--- src/rtl/div_share_ctrl.sv ---
// div_share_ctrl: shares one restoring divider between NREQ requesters, answering each with q/r/err.
// Define DIV_SHARE_RR_EN for round-robin arbitration; fixed lowest-index priority otherwise.
module div_share_ctrl #(
  parameter int NREQ = 2,
  parameter int W = 16,
  localparam int IDW = $clog2(NREQ)
) (
  input  logic              clk,
  input  logic              reset,
  input  logic [NREQ-1:0]   req_valid,
  input  logic [NREQ*W-1:0] req_n,
  input  logic [NREQ*W-1:0] req_m,
  output logic [NREQ-1:0]   req_ack,
  output logic [NREQ-1:0]   rsp_done,
  output logic [IDW-1:0]    rsp_id,
  output logic [W-1:0]      rsp_q,
  output logic [W-1:0]      rsp_r,
  output logic              rsp_err,
  output logic              busy,
  output logic              div_start,
  output logic [W-1:0]      div_n,
  output logic [W-1:0]      div_m,
  input  logic              div_ready,
  input  logic [W-1:0]      div_q,
  input  logic [W-1:0]      div_r
);
  typedef enum logic [2:0] {S_IDLE, S_ISSUE, S_WAIT_BUSY, S_WAIT_DONE, S_RESP} state_t;
  localparam logic [NREQ-1:0] ONE = {{(NREQ-1){1'b0}}, 1'b1};
  state_t r_state, w_next;
  logic [W-1:0] r_n, r_m, r_q, r_r;
  logic r_err;
  logic [IDW-1:0] r_id, w_win;
  logic [W-1:0] w_sel_n, w_sel_m;
  logic w_go;
`ifdef DIV_SHARE_RR_EN
  logic [IDW-1:0] r_last;
  logic w_found;
  always_comb begin
    w_win = '0;
    w_found = 1'b0;
    for (int k = 1; k <= NREQ; k++) begin
      logic [IDW-1:0] j;
      j = IDW'((int'(r_last) + k) % NREQ);
      if (!w_found && req_valid[j]) begin
        w_found = 1'b1;
        w_win = j;
      end
    end
  end
  always_ff @(posedge clk or negedge reset)
    if (!reset) r_last <= '0;
    else if (w_go) r_last <= w_win;
`else
  always_comb begin
    w_win = '0;
    for (int k = NREQ - 1; k >= 0; k--)
      if (req_valid[IDW'(k)]) w_win = IDW'(k);
  end
`endif
  // reset gates the ack so no requester sees a grant while the block is held in reset
  assign w_go = reset && (r_state == S_IDLE) && (|req_valid) && div_ready;
  assign w_sel_n = req_n[int'(w_win)*W +: W];
  assign w_sel_m = req_m[int'(w_win)*W +: W];
  always_comb begin
    w_next = r_state;
    case (r_state)
      S_IDLE:      if (w_go) w_next = (w_sel_m == '0) ? S_RESP : S_ISSUE;
      S_ISSUE:     w_next = S_WAIT_BUSY;
      S_WAIT_BUSY: if (!div_ready) w_next = S_WAIT_DONE;
      S_WAIT_DONE: if (div_ready) w_next = S_RESP;
      default:     w_next = S_IDLE;
    endcase
  end
  always_ff @(posedge clk or negedge reset) begin
    if (!reset) begin
      r_state <= S_IDLE;
      r_n <= '0;
      r_m <= '0;
      r_id <= '0;
      r_q <= '0;
      r_r <= '0;
      r_err <= 1'b0;
    end else begin
      r_state <= w_next;
      if (w_go) begin
        r_n <= w_sel_n;
        r_m <= w_sel_m;
        r_id <= w_win;
        if (w_sel_m == '0) begin
          r_q <= '0;
          r_r <= '0;
          r_err <= 1'b1;
        end
      end
      if (r_state == S_WAIT_DONE && div_ready) begin
        r_q <= div_q;
        r_r <= div_r;
        r_err <= 1'b0;
      end
    end
  end
  assign req_ack   = w_go ? ONE << w_win : '0;
  assign rsp_done  = (r_state == S_RESP) ? ONE << r_id : '0;
  assign rsp_id    = (r_state == S_RESP) ? r_id : '0;
  assign rsp_q     = r_q;
  assign rsp_r     = r_r;
  assign rsp_err   = r_err;
  assign busy      = r_state != S_IDLE;
  assign div_start = r_state == S_ISSUE;
  assign div_n     = busy ? r_n : '0;
  assign div_m     = busy ? r_m : '0;
endmodule

--- config.mk ---
export PLATFORM = sky130hd
export DESIGN_NAME = div_share_ctrl
export DESIGN_NICKNAME = d
export VERILOG_FILES = /design/src/rtl/div_share_ctrl.sv
export SDC_FILE = /design/constraint.sdc
export NUM_CORES = 1
export LEC_CHECK = 0
export ABC_AREA = 0
export CELL_PAD_IN_SITES_DETAIL_PLACEMENT = 0
export CELL_PAD_IN_SITES_GLOBAL_PLACEMENT = 1
export CORE_ASPECT_RATIO = 1.2
export CORE_MARGIN = 1.5
export CORE_UTILIZATION = 29
export DETAILED_ROUTE_END_ITERATION = 12
export GPL_ROUTABILITY_DRIVEN = 0
export PLACE_DENSITY_LB_ADDON = 0.1
export SETUP_SLACK_MARGIN = 0.2
export SYNTH_ARGS = -nofsm -noshare
export SYNTH_HDL_FRONTEND = slang
export SYNTH_SLANG_ARGS = --single-unit
--- constraint.sdc ---
create_clock -name clk -period 2.1 [get_ports clk]
set_input_delay 0.315 -clock clk [delete_from_list [all_inputs] [get_ports clk]]
set_output_delay 0.315 -clock clk [all_outputs]
set_load 0.01 [all_outputs]
* Word-level counts from Yosys, hierarchy flattened
Cells that the tools add are included.
** Storage, ports and cells
- Register bits :: 69
- Bits of input ports :: 101
- Output and inout port bits :: 72
- Logic and storage cells :: 48
** Operators by class
- Equality and inequality tests :: 7
- Shift-type cells :: 4
- Muxes and demuxes :: 18
- Reduce and logical (&&, ||, !) cells :: 12
** Operators with widths (number)
- 2-to-1 mux 16 bit :: 6
- indexed part select 32 x 6 -> 16 bit :: 2
- logical NOT 16 bit :: 1
- 2-to-1 mux 3 bit :: 4
- case mux 3 bit (4 select lines) :: 1
- equality test 3 x 2 -> 1 bit (second input constant) :: 2
- inequality test 2 bit (second input constant) :: 3
- 2-to-1 mux 1 bit :: 5
- logical AND 1 bit :: 4
- 2-to-1 mux 2 bit :: 2
- nonzero test 2 bit :: 2
- left shift 1 x 1 -> 2 bit (first input constant) :: 2
- equality test 3 x 1 -> 1 bit (second input constant) :: 1
- equality test 3 bit (second input constant) :: 1
- logical NOT 3 bit :: 1
- AND reduction 3 bit :: 1
- nonzero test 3 bit :: 1
- AND reduction 2 bit :: 1
- OR reduction 2 bit :: 1

* Longest topological paths before layout
Gate-level depths: netlist of run 1.
- Depth in word-level cells :: 6
- Depth in mapped cells :: 7
- Mapped depth without buffers :: 4

* Least setup slack after synthesis of run 1
Ideal clock, no wire load.
- Kind :: reg-to-output
- Start point :: reg r_state[1]
- End point :: out req_ack[0]
- Arrival time :: 1.502 ns
- Required time :: 1.785 ns
- Path slack :: 0.283 ns
- Cell stages (with the launch flop) :: 8
- Path buffers :: 4
- Path through :: dfrtp_1 > nor3_4 > o2111ai_2 > inv_2 > buf_6 > buf_8 > buf_6 > buf_4
** Between the ends
- Longest elaborated chain between the ends :: 5
** Ends and longest elaborated chain
- start: declaration :: RTL line 29 : state_t r_state, w_next;
- start signal: assignment :: RTL line 84 : r_state <= w_next;
- logical NOT 3 bit :: RTL line 61 : assign w_go = reset && (r_state == S_IDLE) && (|req_valid) && div_ready;
- logical AND 1 bit (3 in series) :: RTL line 61
- net w_go :: RTL line 34 : logic w_go;
- 2-to-1 mux 2 bit :: RTL line 102 : assign req_ack = w_go ? ONE << w_win : '0;
- end: declaration :: RTL line 13 : output logic [NREQ-1:0] req_ack,
The timed path passes the listed nets, and every way through them passes these cells.

* Worst setup path after layout of run 1
- Start point :: reg r_state[2]
- End point :: out div_m[15]
** Between the ends
- Longest elaborated chain between the ends :: 2
** Ends and longest elaborated chain
- nonzero test 3 bit :: RTL line 108 : assign busy = r_state != S_IDLE;
- 2-to-1 mux 16 bit :: RTL line 111 : assign div_m = busy ? r_m : '0;
- end: declaration :: RTL line 22 : output logic [W-1:0] div_m,
Every way passes these cells.

==> results.sh, run 1 <==
export IMPL_wl_mm=8.66
export IMPL_tightest_slew_ns=0.899
export IMPL_core_um2=10500
export IMPL_synth_area_leaders="dfrtp_1 55%, mux2i_1 10%, mux2_2 6.9%"
export IMPL_diodes=0
export IMPL_fmax_ghz=0.528
export IMPL_cpPeakStageDelay_ns=0.42
export IMPL_finalSetupViolCount=0
export IMPL_path_clk_slew_ns=0.05
export IMPL_final_layout_size_suffix_gt1_share_pct=27.5
export IMPL_cts_buffers=9
export IMPL_postSynthAreaPerCell_um2=12.9
export IMPL_worst_path_max_fanout=3
export IMPL_drt_pass1_iter_count=4
export IMPL_synth_top_area_share_pct=55.0
export IMPL_grt_max_degree=69
export IMPL_power_switching_mw=2.28
export IMPL_viasPerCell=4.54
export IMPL_grt_first_pass_wirelength_mm=12.9
export IMPL_ys_seq_area_share_pct=55.0
export IMPL_nFillCells=1011
export IMPL_fin_tns_setup_ns=0
export IMPL_period_share_pct=90.1
export IMPL_die_area_um2=11300
export IMPL_grt_total_usage_pct=14.9
export IMPL_hp_class="input pin to async pin"
export IMPL_worstSetupStartpointType="flop"
export IMPL_final_core_util_pct=49.1
export IMPL_critPathKind="flop to output port"
export IMPL_die_x_um=97.3
export IMPL_dp_hpwl_mm=5.24
export IMPL_portBuffers=137
export IMPL_p_int_mw=4.98
export IMPL_crit_path_cell_trace="nor3_4 > buf_6 > buf_6 > buf_6 > and2b_1 > buf_2"
export IMPL_reg2reg_depth=8
export IMPL_nNetsFinal=500
export IMPL_powerDensity_nw_per_um2=1410
export IMPL_ant_nets=0
export IMPL_initial_core_util_pct=29.6
export IMPL_ir_drop_uv=707
export IMPL_post_drt_wl_per_cell_um=16.2
export IMPL_crit_reg2reg_launch="r_state[2]"
export IMPL_arrival_ns=1.58
export IMPL_drc_errors=0
export IMPL_syn_inst=239
export IMPL_cts_htree_levels=3
export IMPL_worstPathRequired_ns=1.78
export IMPL_clockBufferDepth=2
export IMPL_grt_overflow_total=0
export IMPL_rr_endpoint="r_n[10]"
export IMPL_clockRootBuffer="clkbuf_16"
export IMPL_drv_slew=0
export IMPL_yosysMostFrequentCell="dfrtp_1"
export IMPL_antenna_found_initial=1
export IMPL_clkPwrFrac_pct=18.7
export IMPL_p_leak_nw=2.44
export IMPL_vias=2421
export IMPL_rsz0062_at_grt="yes"
export IMPL_crit_path_end_kind="output port"
export IMPL_yosys_area_top_type="dfrtp_1"
export IMPL_fp_row_count=41
export IMPL_pwr_share_seq_pct=31.4
export IMPL_maxSlewHeadroom_pct=40.1
export IMPL_min_period_ns=1.89
export IMPL_ios=173
export IMPL_cts_sinks=68
export IMPL_crit_path_frequent_cell="buf_6"
export IMPL_clock_latency_ns=0.33
export IMPL_combPwrFrac_pct=49.9
export IMPL_hold_viol=0
export IMPL_r2r_slack_ns=0.21
export IMPL_ys_warn_count=0
export IMPL_swShare_pct=31.4
export IMPL_ys_seq_elements=68
export IMPL_holdBufCountCts=0
export IMPL_ys_flop_type="dfrtp_1"
export IMPL_run_status="finished clean"
export IMPL_grt_pass1_vias=2490
export IMPL_timing_max_cap_violations=0
export IMPL_die_h_um=116
export IMPL_drt_iter0_drc=69
export IMPL_slowest_stage="dfrtp_2"
export IMPL_syn_to_final_growth_pct=66.2
export IMPL_tritoncts="done"
export IMPL_synth_commonest_cells="68 x dfrtp_1, 32 x a21oi_1, 32 x mux2i_1, 30 x nor2b_1, 19 x mux2_2"
export IMPL_async_flop_share_pct=100
export IMPL_ys_types=30
export IMPL_synth_edf_count=0
export IMPL_synth_area_um2=3090
export IMPL_final_setup_skew_ns=0.00458
[worst max-delay path by stage]
stage                           from  cells after the start         end  slack [ns]
after global placement     req_m[10]                      6   rsp_q[15]        0.12
final                     r_state[2]                      6   div_m[15]        0.21
after global routing      r_state[2]                      6   div_m[15]        0.14
after detailed placement   req_m[13]                      6    rsp_q[6]        0.10
after floorplan           r_state[1]                      7  req_ack[0]        0.28
after CTS                 r_state[0]                      5    div_n[3]        0.07
[power groups by stage]
| stage | Combinational, mW | Sequential, mW | Clock, mW |
|---|---|---|---|
| floorplan | 1.44 | 2.40 | 0 |
| global placement | 3.41 | 2.27 | 0 |
| detailed placement | 3.42 | 2.30 | 0 |
| CTS | 3.28 | 2.28 | 1.40 |
| global route | 3.90 | 2.37 | 1.48 |
| finish | 3.63 | 2.28 | 1.36 |
[flip-flops by register name, summed over array words and instances, names as in the netlist]
name	flops
r_m	16
r_n	16
r_state	3
rsp_err	1
rsp_q	16
rsp_r	16
[metrics by stage]
step | cell area, µm² | hold slack, ns | cells | total power, mW | setup slack, ns
after global routing | 5140 | 0.363 | 533 | 7.74 | 0.141
after detailed placement | 4600 | 0.470 | 497 | 5.71 | 0.104
after CTS | 4890 | 0.301 | 518 | 6.97 | 0.0691
after global placement | 4600 | 0.459 | 497 | 5.68 | 0.119
final | 5140 | 0.274 | 533 | 7.27 | 0.208
after floorplan | 3100 | 0.0194 | 241 | 3.84 | 0.283
[critical path: cells and delay by family, from the launching register on]
kind	cells	cell delay (ns)
flops	1	0.42
buf+inv	4	0.45
simple gates	2	0.38
[what timing repair did]
action / in CTS / in global routing
setup buffers: 4 / 9
pin swaps: 1 / 1
resized for setup: 43 / 92
endpoints found under the setup margin: 36 / 65
cloned: 1 / 6
[cell usage in the layout, fill, tap and decap left out, types with 2 or more instances in the layout]
cell type	Yosys	final
and2b_1	2	2
buf_4	5	15
nor2b_1	30	27
dlygate4sd2_1	0	2
clkdlybuf4s50_1	0	100
nor3b_1	2	2
mux2_2	19	8
buf_2	5	2
buf_6	4	9
clkbuf_1	6	4
clkbuf_2	0	22
conb_1	1	3
mux2_4	10	24
nor4_1	4	4
a21oi_1	32	32
buf_16	0	2
nor2b_4	0	3
clkbuf_16	0	13
o21ai_0	2	2
dfrtp_1	68	67
clkdlybuf4s15_1	0	7
buf_12	1	5
clkinv_2	0	2
mux2i_1	32	32
[routing by layer]
| metal | part of all wire, % | vias up | GRT usage [%] | wire, µm |
|---|---|---|---|---|
| met3 | 7.8 | 14 | 6.82 | 675 |
| met4 | 2.3 | 2 | 6.95 | 198 |
| met2 | 47 | 93 | 23.2 | 4080 |
| met5 | 0.12 | - | 0 | 10 |
| met1 | 43 | 1164 | 17.6 | 3690 |
| li1 | - | 1148 | - | - |
[layout make-up]
type | instances | area, µm² | share of cell area, %
Clock buffer | 14 | 254 | 4.94
Clock inverter | 2 | 10.0 | 0.195
Inverter | 2 | 7.51 | 0.146
Multi-Input combinational cell | 149 | 1310 | 25.5
Sequential cell | 68 | 1700 | 33.1
Tap cell | 129 | 161 | 3.14
Timing Repair Buffer | 169 | 1690 | 32.9
[logic make-up after synthesis]
logic type,after synthesis,synth area share (%)
DFF,68,55.0
muxes,64,23.2
AOI/OAI and AO/OA,38,6.71
buffers and inverters,24,5.58
and+or+nand+nor,44,9.38
other,1,0.121
Note: power is estimated with default switching activity, not from simulation.
==> run 2, diff against run 1 <==
- CORE_UTILIZATION: 29 -> 30
- CTS_BUF_LIST: unset -> sky130_fd_sc_hd__clkbuf_8
==> results.sh, run 2 (same netlist as run 1, synthesis figures left out) <==
export IMPL_run_status="finished clean"
export IMPL_rr_endpoint="r_m[4]"
export IMPL_use_met1_pct=18.3
export IMPL_crit_reg2reg_launch="r_state[2]"
export IMPL_maxSlewHeadroom_pct=63.5
export IMPL_diodes=0
export IMPL_timing_max_cap_violations=0
export IMPL_drt_pass1_iter_count=4
export IMPL_antenna_found_initial=0
export IMPL_clock_latency_ns=0.35
export IMPL_cpPeakStageDelay_ns=0.43
export IMPL_worstPathRequired_ns=2.33
export IMPL_grt_total_usage_pct=14.5
export IMPL_crit_buf_inv=6
export IMPL_busiest_layer="met2"
export IMPL_grt_max_degree=65
export IMPL_grt_first_pass_wirelength_mm=11.8
export IMPL_tritoncts="done"
export IMPL_viasPerCell=4.56
export IMPL_r2r_slack_ns=0.14
export IMPL_final_setup_skew_ns=0.0112
export IMPL_wl_mm=8.33
export IMPL_tightest_slew_ns=0.548
export IMPL_portBuffers=137
export IMPL_clockRootBuffer="clkbuf_8"
export IMPL_syn_to_final_growth_pct=60.1
export IMPL_drv_slew=0
export IMPL_dp_hpwl_mm=5.28
export IMPL_met2_usage_pct=21.8
export IMPL_reg2reg_depth=9
export IMPL_vias=2401
export IMPL_hp_class="input pin to async pin"
export IMPL_path_clk_slew_ns=0.08
export IMPL_arrival_ns=2.19
export IMPL_fmax_ghz=0.510
export IMPL_final_layout_size_suffix_gt1_share_pct=27.0
export IMPL_rsz0062_at_grt="yes"
export IMPL_die_h_um=114
export IMPL_cts_buffers=9
export IMPL_worst_path_max_fanout=8
export IMPL_worstSetupStartpointType="flop"
export IMPL_die_x_um=95.7
export IMPL_core_um2=10000
export IMPL_drc_errors=0
export IMPL_ir_drop_uv=478
export IMPL_cts_sinks=68
export IMPL_final_cell_mix="100 x clkdlybuf4s50_1, 67 x dfrtp_1, 32 x mux2i_1, 32 x a21oi_1, 30 x nor2b_1"
export IMPL_min_period_ns=1.96
export IMPL_finalSetupViolCount=0
export IMPL_crit_family="buffers and inverters"
export IMPL_slowest_stage="dfrtp_2"
export IMPL_hold_viol=0
export IMPL_cts_htree_levels=3
export IMPL_clockBufferDepth=2
export IMPL_post_drt_wl_per_cell_um=15.8
export IMPL_p_leak_nw=2.34
export IMPL_layout_commonest_cell="clkdlybuf4s50_1"
export IMPL_ant_nets=0
export IMPL_hold_ws_ns=0.0283
export IMPL_powerDensity_nw_per_um2=1360
export IMPL_period_share_pct=93.3
export IMPL_met3_usage_pct=4.85
export IMPL_grt_overflow_total=0
export IMPL_grt_pass1_vias=2299
export IMPL_crit_path_cell_trace="nor3_4 > buf_12 > buf_8 > buf_6 > o2111ai_4 > inv_4 > buf_4 > clkbuf_16 > mux2_1"
export IMPL_fp_row_count=40
export IMPL_nNetsFinal=496
export IMPL_critPathKind="flop to flop"
export IMPL_ios=173
export IMPL_fin_tns_setup_ns=0
export IMPL_totalPowerFinal_mw=6.72
export IMPL_crit_path_end_kind="flop"
export IMPL_initial_core_util_pct=30.9
export IMPL_drt_iter0_drc=63
export IMPL_die_area_um2=10900
[run 2: changes by cell type in the layout (fill, tap and decap cells not counted), moves of 6 or more]
cell / before / now
mux2_2: 8 / 15
mux2_4: 24 / 15
buf_2: 2 / 12
clkbuf_2: 22 / 16
clkbuf_8: 1 / 10
clkbuf_16: 13 / 3
[run 2: per-stage QoR]
stage | std cells | instance area (µm²) | setup WS [ns] | utilization (%)
global placement | 496 | 4620 | 0.0501 | 46.1
CTS | 517 | 4830 | 0.0513 | 48.3
detailed placement | 496 | 4620 | 0.0957 | 46.1
global route | 526 | 4950 | 0.0660 | 49.5
finish | 526 | 4950 | 0.141 | 49.5
floorplan | 241 | 3100 | 0.283 | -
[run 2: layout make-up]
| cell class | count | area [µm²] |
|---|---|---|
| inverter | 2 | 10.0 |
| multi-input combinational | 149 | 1260 |
| sequential | 68 | 1700 |
| clock inverter | 6 | 63.8 |
| timing repair buffer | 165 | 1620 |
| fill | 952 | 5060 |
| clock buffer | 10 | 138 |
| tap | 126 | 158 |
[run 2: repair_timing]
item | 4_1_cts | 5_1_grt
cloned | 1 | 4
gates resized for setup | 88 | 43
pin swaps | 2 | 1
setup buffers | 4 | 5
setup endpoints to repair | 36 | 66
hold buffers | 0 | 0
[run 2: layer usage]
layer,wire (µm),vias up
met3,677,13
li1,-,1141
met2,3850,86
met5,0,-
met1,3640,1161
met4,163,0
[run 2: worst max path at each step]
stage	from	to	cells past startpoint	slack, ns
after CTS	r_state[0]	r_m[8]	8	0.05
after global placement	req_m[10]	rsp_r[5]	6	0.05
final	r_state[2]	r_m[4]	9	0.14
after detailed placement	req_m[10]	rsp_r[9]	6	0.1
after floorplan	r_state[1]	req_ack[0]	7	0.28
after global routing	r_state[2]	req_ack[0]	7	0.07
[run 2: report_power, final]
group          switching, mW  internal [mW]
Combinational           1.35           2.00
Clock                  0.533          0.578
Sequential             0.308           1.95
Total                   2.20           4.53
